## config.mk

```make
export PLATFORM = sky130hd
export DESIGN_NAME = alu_serial16
export DESIGN_NICKNAME = d
export VERILOG_FILES = /design/src/rtl/alu_serial16_pkg.sv /design/src/rtl/alu_serial16_slice.sv /design/src/rtl/alu_serial16.sv
export SDC_FILE = /design/constraint.sdc
export NUM_CORES = 1
export LEC_CHECK = 0
export ABC_AREA = 1
export CORE_UTILIZATION = 40
export DETAILED_ROUTE_END_ITERATION = 8
export GPL_TIMING_DRIVEN = 0
export PLACE_DENSITY_LB_ADDON = 0.2
export SLEW_MARGIN = 0
export SYNTH_ARGS = -nofsm -noshare
export SYNTH_HDL_FRONTEND = slang
export SYNTH_SLANG_ARGS = --single-unit
export TNS_END_PERCENT = 100
```

## constraint.sdc

```tcl
create_clock -name clk -period 1.7 [get_ports clk]
set_input_delay 0.425 -clock clk [delete_from_list [all_inputs] [get_ports clk]]
set_output_delay 0.425 -clock clk [all_outputs]
set_load 0.05 [all_outputs]
```

## src/rtl/alu_serial16_pkg.sv

```systemverilog
`default_nettype none
// ============================================================================
// Module      : alu_serial16_pkg
// Description : Shared op/state encodings and width default for the serial ALU.
// Revision    : 1.0 - initial release
// ============================================================================
package alu_serial16_pkg;

    localparam int DEFAULT_WIDTH = 16;

    localparam logic [2:0] OP_AND  = 3'b000;
    localparam logic [2:0] OP_SLT  = 3'b001;
    localparam logic [2:0] OP_OR   = 3'b010;
    localparam logic [2:0] OP_XOR  = 3'b011;
    localparam logic [2:0] OP_ADD  = 3'b100;
    localparam logic [2:0] OP_SLL  = 3'b101;
    localparam logic [2:0] OP_SRA  = 3'b110;
    localparam logic [2:0] OP_NONE = 3'b111;

    localparam int STATE_W = 3;
    localparam logic [STATE_W-1:0] ST_IDLE  = 3'd0;
    localparam logic [STATE_W-1:0] ST_RUN   = 3'd1;
    localparam logic [STATE_W-1:0] ST_SHIFT = 3'd2;
    localparam logic [STATE_W-1:0] ST_FIX   = 3'd3;
    localparam logic [STATE_W-1:0] ST_DONE  = 3'd4;

    function automatic logic is_shift(input logic [2:0] op);
        return (op == OP_SLL) || (op == OP_SRA);
    endfunction

endpackage
`default_nettype wire

```

## src/rtl/alu_serial16_slice.sv

```systemverilog
`default_nettype none
// ============================================================================
// Module      : alu_serial_slice
// Description : Combinational 1-bit ALU slice (AND/OR/XOR/full-add, B invert).
// Revision    : 1.0 - initial release
// ============================================================================
module alu_serial_slice
    import alu_serial16_pkg::*;
(
    input  logic       a,
    input  logic       b,
    input  logic       binvert,
    input  logic       cin,
    input  logic [2:0] op,
    output logic       res,
    output logic       cout
);

    logic w_b;
    logic w_sum;

    assign w_b   = b ^ binvert;
    assign w_sum = a ^ w_b ^ cin;
    assign cout  = (a & w_b) | (a & cin) | (w_b & cin);

    always_comb begin
        res = 1'b0;
        case (op)
            OP_AND:         res = a & w_b;
            OP_OR:          res = a | w_b;
            OP_XOR:         res = a ^ w_b;
            OP_ADD, OP_SLT: res = w_sum;
            default:        res = 1'b0;
        endcase
    end

endmodule
`default_nettype wire

```

## src/rtl/alu_serial16.sv

```systemverilog
`default_nettype none
// ============================================================================
// Module      : alu_serial16
// Description : Bit-serial ALU, one bit per clock, start/busy/done handshake.
// Revision    : 1.0 - initial release
// ============================================================================
module alu_serial16
    import alu_serial16_pkg::*;
#(
    parameter int WIDTH = DEFAULT_WIDTH
) (
    input  logic             clk,
    input  logic             reset,
    input  logic             start,
    input  logic [WIDTH-1:0] a,
    input  logic [WIDTH-1:0] b,
    input  logic [2:0]       op,
    input  logic             binvert,
    output logic             busy,
    output logic             done,
    output logic [WIDTH-1:0] result,
    output logic             carry_out,
    output logic             overflow,
    output logic             zero
);

    localparam int CNT_W = $clog2(WIDTH);

    logic [STATE_W-1:0] r_state;
    logic [STATE_W-1:0] w_next;
    logic [WIDTH-1:0]   r_a;
    logic [WIDTH-1:0]   r_b;
    logic [WIDTH-1:0]   r_acc;
    logic [2:0]         r_op;
    logic               r_binv;
    logic               r_carry;
    logic [CNT_W-1:0]   r_cnt;
    logic [3:0]         r_amt;
    logic               r_cflag;
    logic               r_vflag;

    logic               w_bit;
    logic               w_cout;
    logic               w_last;
    logic               w_shift_last;
    logic [WIDTH-1:0]   w_run_res;
    logic [WIDTH-1:0]   w_shifted;
    logic [WIDTH-1:0]   w_final;
    logic               w_fin_c;
    logic               w_fin_v;
    logic               w_binv_eff;

    alu_serial_slice u_slice (
        .a       (r_a[0]),
        .b       (r_b[0]),
        .binvert (r_binv),
        .cin     (r_carry),
        .op      (r_op),
        .res     (w_bit),
        .cout    (w_cout)
    );

    // SLT always subtracts, regardless of the caller's binvert
    assign w_binv_eff   = binvert | (op == OP_SLT);
    assign w_last       = (r_cnt == CNT_W'(WIDTH - 1));
    assign w_shift_last = (r_cnt == CNT_W'(r_amt - 4'd1));
    assign w_run_res    = {w_bit, r_acc[WIDTH-1:1]};
    assign w_shifted    = (r_op == OP_SLL) ? {r_acc[WIDTH-2:0], 1'b0}
                                           : {r_acc[WIDTH-1], r_acc[WIDTH-1:1]};

    always_ff @(posedge clk) begin
        if (reset) r_state <= ST_IDLE;
        else       r_state <= w_next;
    end

    always_comb begin
        w_next = r_state;
        case (r_state)
            ST_IDLE: begin
                if (start) begin
                    if (is_shift(op))
                        w_next = (b[3:0] == 4'd0) ? ST_DONE : ST_SHIFT;
                    else if (op == OP_NONE)
                        w_next = ST_DONE;
                    else
                        w_next = ST_RUN;
                end
            end
            ST_RUN:   if (w_last) w_next = (r_op == OP_SLT) ? ST_FIX : ST_DONE;
            ST_SHIFT: if (w_shift_last) w_next = ST_DONE;
            ST_FIX:   w_next = ST_DONE;
            ST_DONE:  w_next = ST_IDLE;
            default:  w_next = ST_IDLE;
        endcase
    end

    always_comb begin
        busy = 1'b0;
        done = 1'b0;
        case (r_state)
            ST_IDLE: busy = 1'b0;
            ST_DONE: begin
                busy = 1'b1;
                done = 1'b1;
            end
            default: busy = 1'b1;
        endcase
    end

    // Value and flags committed to the outputs on the edge that enters DONE
    always_comb begin
        w_final = '0;
        w_fin_c = 1'b0;
        w_fin_v = 1'b0;
        case (r_state)
            ST_IDLE:  w_final = is_shift(op) ? a : '0;
            ST_RUN: begin
                w_final = w_run_res;
                if (r_op == OP_ADD) begin
                    w_fin_c = w_cout;
                    w_fin_v = r_carry ^ w_cout;
                end
            end
            ST_SHIFT: w_final = w_shifted;
            ST_FIX: begin
                w_final = {{(WIDTH-1){1'b0}}, r_acc[WIDTH-1] ^ r_vflag};
                w_fin_c = r_cflag;
                w_fin_v = r_vflag;
            end
            default:  w_final = r_acc;
        endcase
    end

    always_ff @(posedge clk) begin
        if (reset) begin
            r_a       <= '0;
            r_b       <= '0;
            r_acc     <= '0;
            r_op      <= OP_NONE;
            r_binv    <= 1'b0;
            r_carry   <= 1'b0;
            r_cnt     <= '0;
            r_amt     <= '0;
            r_cflag   <= 1'b0;
            r_vflag   <= 1'b0;
            result    <= '0;
            carry_out <= 1'b0;
            overflow  <= 1'b0;
            zero      <= 1'b0;
        end else begin
            case (r_state)
                ST_IDLE: begin
                    if (start) begin
                        r_a     <= a;
                        r_b     <= b;
                        r_op    <= op;
                        r_binv  <= w_binv_eff;
                        r_carry <= w_binv_eff;
                        r_cnt   <= '0;
                        r_amt   <= b[3:0];
                        r_acc   <= is_shift(op) ? a : '0;
                    end
                end
                ST_RUN: begin
                    r_a     <= r_a >> 1;
                    r_b     <= r_b >> 1;
                    r_carry <= w_cout;
                    r_acc   <= w_run_res;
                    r_cnt   <= r_cnt + CNT_W'(1);
                    if (w_last) begin
                        r_cflag <= w_cout;
                        r_vflag <= r_carry ^ w_cout;
                    end
                end
                ST_SHIFT: begin
                    r_acc <= w_shifted;
                    r_cnt <= r_cnt + CNT_W'(1);
                end
                default: ;
            endcase
            if (w_next == ST_DONE) begin
                result    <= w_final;
                carry_out <= w_fin_c;
                overflow  <= w_fin_v;
                zero      <= (w_final == '0);
            end
        end
    end

endmodule
`default_nettype wire

```

==> summary.md <==
| Metric | Value |
|---|---|
| Run status | `complete, but fails checks` |
| Failing checks | `negative setup slack` |
| Clock skew | `13.0 ps` |
| Die height | `107 um` |
| Class of the tightest hold or removal check | `reg2reg` |
| CTS Hold Bufs | `0` |
| Die area | `0.0115 mm^2` |
| Register area | `0.00172 mm^2` |
| Ys flop type | `dfxtp_1` |
| # diodes | `0` |
| CTS tree | `done` |
| CTS H-tree lvls | `3` |
| Hold path start | `r_b[15]` |
| Area contributors post-synth | `dfxtp_1, nand2_1, nand3_1` |
| Clk root buf | `clkbuf_8` |
| Final hold vios | `0` |
| Reg2reg setup slack | `-170 ps` |
| Max-cap violation count | `0` |
| Pint | `3.37 mW` |
| Clk slew on worst S/H paths | `80 ps` |
| Clk pwr share | `24.7%` |
| CTS sink cnt | `85` |
| Total congestion overflow | `0` |
| Chip Width | `107 um` |
| Top-count cell post-synth | `nand2_1` |
| Tightest Pin Transition | `536 ps` |
| Switching Fraction | `35.9%` |
| Critical path start-end classification | `reg2reg` |
| Leading area contributor after synthesis | `dfxtp_1` |
| Placement Setup Slack | `-739 ps` |
| Fin crit share | `110%` |
| Syn Nets | `691` |
| Synth unique cells | `40` |
| Hold endpoint | `r_b[15]` |
| Worst IR Drop VDD | `0.719 mV` |
| CP Max Fanout | `3` |
| IO Count | `60` |
| Final setup viols | `23` |
| CORE AREA | `0.0108 mm^2` |
| EDFF count, synth | `0` |
| Post-Layout Cell Count | `890` |
| Cell Rows | `38` |
| Net load switching power | `1.89 mW` |
| Unrepaired setup endpoints after global routing | `yes` |
| Comb power frac | `30.9%` |
| Pwr dens | `886 mW/mm^2` |
| Final Worst Setup Slack | `-166 ps` |
| Cell Area, Synth | `0.00444 mm^2` |
| RD Place Congestion | `0.895` |
| Largest net degree at the start of global routing | `13` |
| PortBufs | `59` |
| Area of the multi-input gates | `0.00254 mm^2` |
| HPWL after detailed placement | `10,400 um` |
| Nets | `790` |
| FILL cells | `1,069` |
| Clock Path Buffers | `2` |
| Post-synth top cells | `nand2_1, dfxtp_1, nand3_1, inv_1, nor2_1` |
| Initial antenna violation count | `0` |
| Critical Path Sink Type | `flip-flop` |
| Tmin final | `1870 ps` |
| Max Transition Viols Final | `0` |
| FMAX | `536 MHz` |
| Syn Inst Count | `647` |
| Startpoint Class | `flip-flop` |
| Async SR Flop Fraction | `0%` |
| Placed insts | `846` |
| Worst Path Arrival | `2170 ps` |
| First-pass GRT wire length | `23,200 um` |
| Clock buffer count from CTS | `9` |
| DRC viols | `0` |
| Syn. warnings | `0` |
| Cells on worst reg2reg path | `9` |
| WHS Path Cells | `2` |
| Vias in the first global route | `4,565` |
| Total GRT Usage | `26.5%` |
| Share of layout cells above drive strength 1 | `21.3%` |
| Sequential-to-total area share from yosys stat | `38.3%` |
| Synth Area per Inst | `6.86 um^2` |
| Reg-to-Reg Start | `r_b[0]` |
| DRT Pass-1 Iters | `8` |
| Post-DR vias/cell | `5.51` |
| DR WL/cell | `16.8 um` |
| Area Overhead vs Synth | `33.5%` |
| Antenna Nets Post-Route | `0` |
| Reg power frac | `44.4%` |
| DR vias | `4,905` |
| Yosys reg bits | `85` |
| Relative slew slack | `64.3%` |
| FF-to-FF End | `result[15]` |
| Latest clock arrival within the worst-skew pair | `380 ps` |
| Post-Route Utilization | `54.7%` |
| Routed WL | `14,900 um` |
| Pleak | `2.53 nW` |
| WP data required | `2000 ps` |
| Initial core utilization | `41.0%` |
| Yosys top cell area share | `38.3%` |
| Initial DRC count | `357` |
-- registers in the layout, indices dropped and copies added, names as in the netlist --
name / count
r_acc: 16
r_state: 3
zero: 1
r_b: 16
r_amt: 4
r_cnt: 4
r_cflag: 1
overflow: 1
r_carry: 1
r_binv: 1
r_vflag: 1
r_op: 3
result: 16
r_a: 16
carry_out: 1
-- cells in the final DEF (no fill, tap or decap), types with 6 or more instances in the layout --
cell type          n
buf_4             25
clkbuf_1           8
dfxtp_2            6
a211oi_1           6
inv_1             48
buf_2              7
o21ai_1            8
dfxtp_1           77
clkdlybuf4s50_1   35
nor2_1            30
o21ai_0           38
inv_2              9
nor2_2            16
nand2_2            6
nand3_1           57
nand2_1          172
clkdlybuf4s15_1   16
a21oi_1           17
nor2_4             8
clkbuf_2          12
a41oi_1            9
buf_6             11
clkbuf_8          10
a31oi_1           37
-- metrics by stage --
stage	setup TNS [ps]	hold WS, ps	power, mW	cell area, um^2
after CTS	-429	465	5.13	5680
after global placement	-39190	457	3.70	5210
final	-1470	466	5.25	5930
after floorplan	0	443	3.24	4450
after global routing	-3980	492	5.51	5930
after detailed placement	-42300	456	3.73	5210
-- what timing repair did --
item	CTS	global route
gates resized for setup	106	83
pin swaps	20	16
setup endpoints to repair	98	89
cloned	6	0
setup buffers	13	10
-- kinds of logic after synthesis --
family / after synthesis / synth area share [%]
AND/OR/NAND/NOR: 309 / 29.7
buffers and inverters: 100 / 9.58
XOR/XNOR: 6 / 1.18
flip-flops: 85 / 38.3
AO/OA/AOI/OAI: 142 / 19.6
adder cells (fa/ha/maj): 5 / 1.58
-- cell type report --
class	count	area share (%)
well taps	140	2.95
inverters	64	4.43
flip-flops and latches	85	29.0
clock buffers	13	2.51
plain buffers	36	4.37
multi-input cells	463	42.9
repair buffers	87	13.7
clock inverters	2	0.169
-- critical path, cell delays in order (launching register included) --
cell and delay (ps):
dfxtp_2 340, xnor2_2 220, fa_2 480, o21bai_1 170
nand2_1 80, nand2_2 80, nand3_2 70, nand2_2 60
buf_4 140, a211oi_2 160
-- power by group through the flow --
| stage | sequential (mW) | clock (mW) | combinational, mW |
|---|---|---|---|
| 2_1_floorplan | 2.45 | 0 | 0.796 |
| 3_3_place_gp | 2.36 | 0 | 1.34 |
| 3_5_place_dp | 2.36 | 0 | 1.37 |
| 4_1_cts | 2.32 | 1.32 | 1.48 |
| 5_1_grt | 2.36 | 1.40 | 1.75 |
| 6_report | 2.33 | 1.30 | 1.62 |
-- metal layers --
metal	track usage (%)	up-vias	wire [um]
li1	-	2379	-
met1	34.9	2320	6540
met2	42.6	180	6970
met3	5.39	26	1060
met4	9.98	0	366
met5	0	-	0
-- worst max path at each step --
stage,startpoint,endpoint,slack (ps),cells past startpoint
floorplan,r_amt[0],zero,20,13
global placement,op[1],zero,-710,14
detailed placement,op[1],zero,-740,14
CTS,r_state[0],busy,-220,5
global route,r_state[2],zero,-300,14
finish,r_b[0],result[15],-170,9
(Power assumes the default switching activity.)
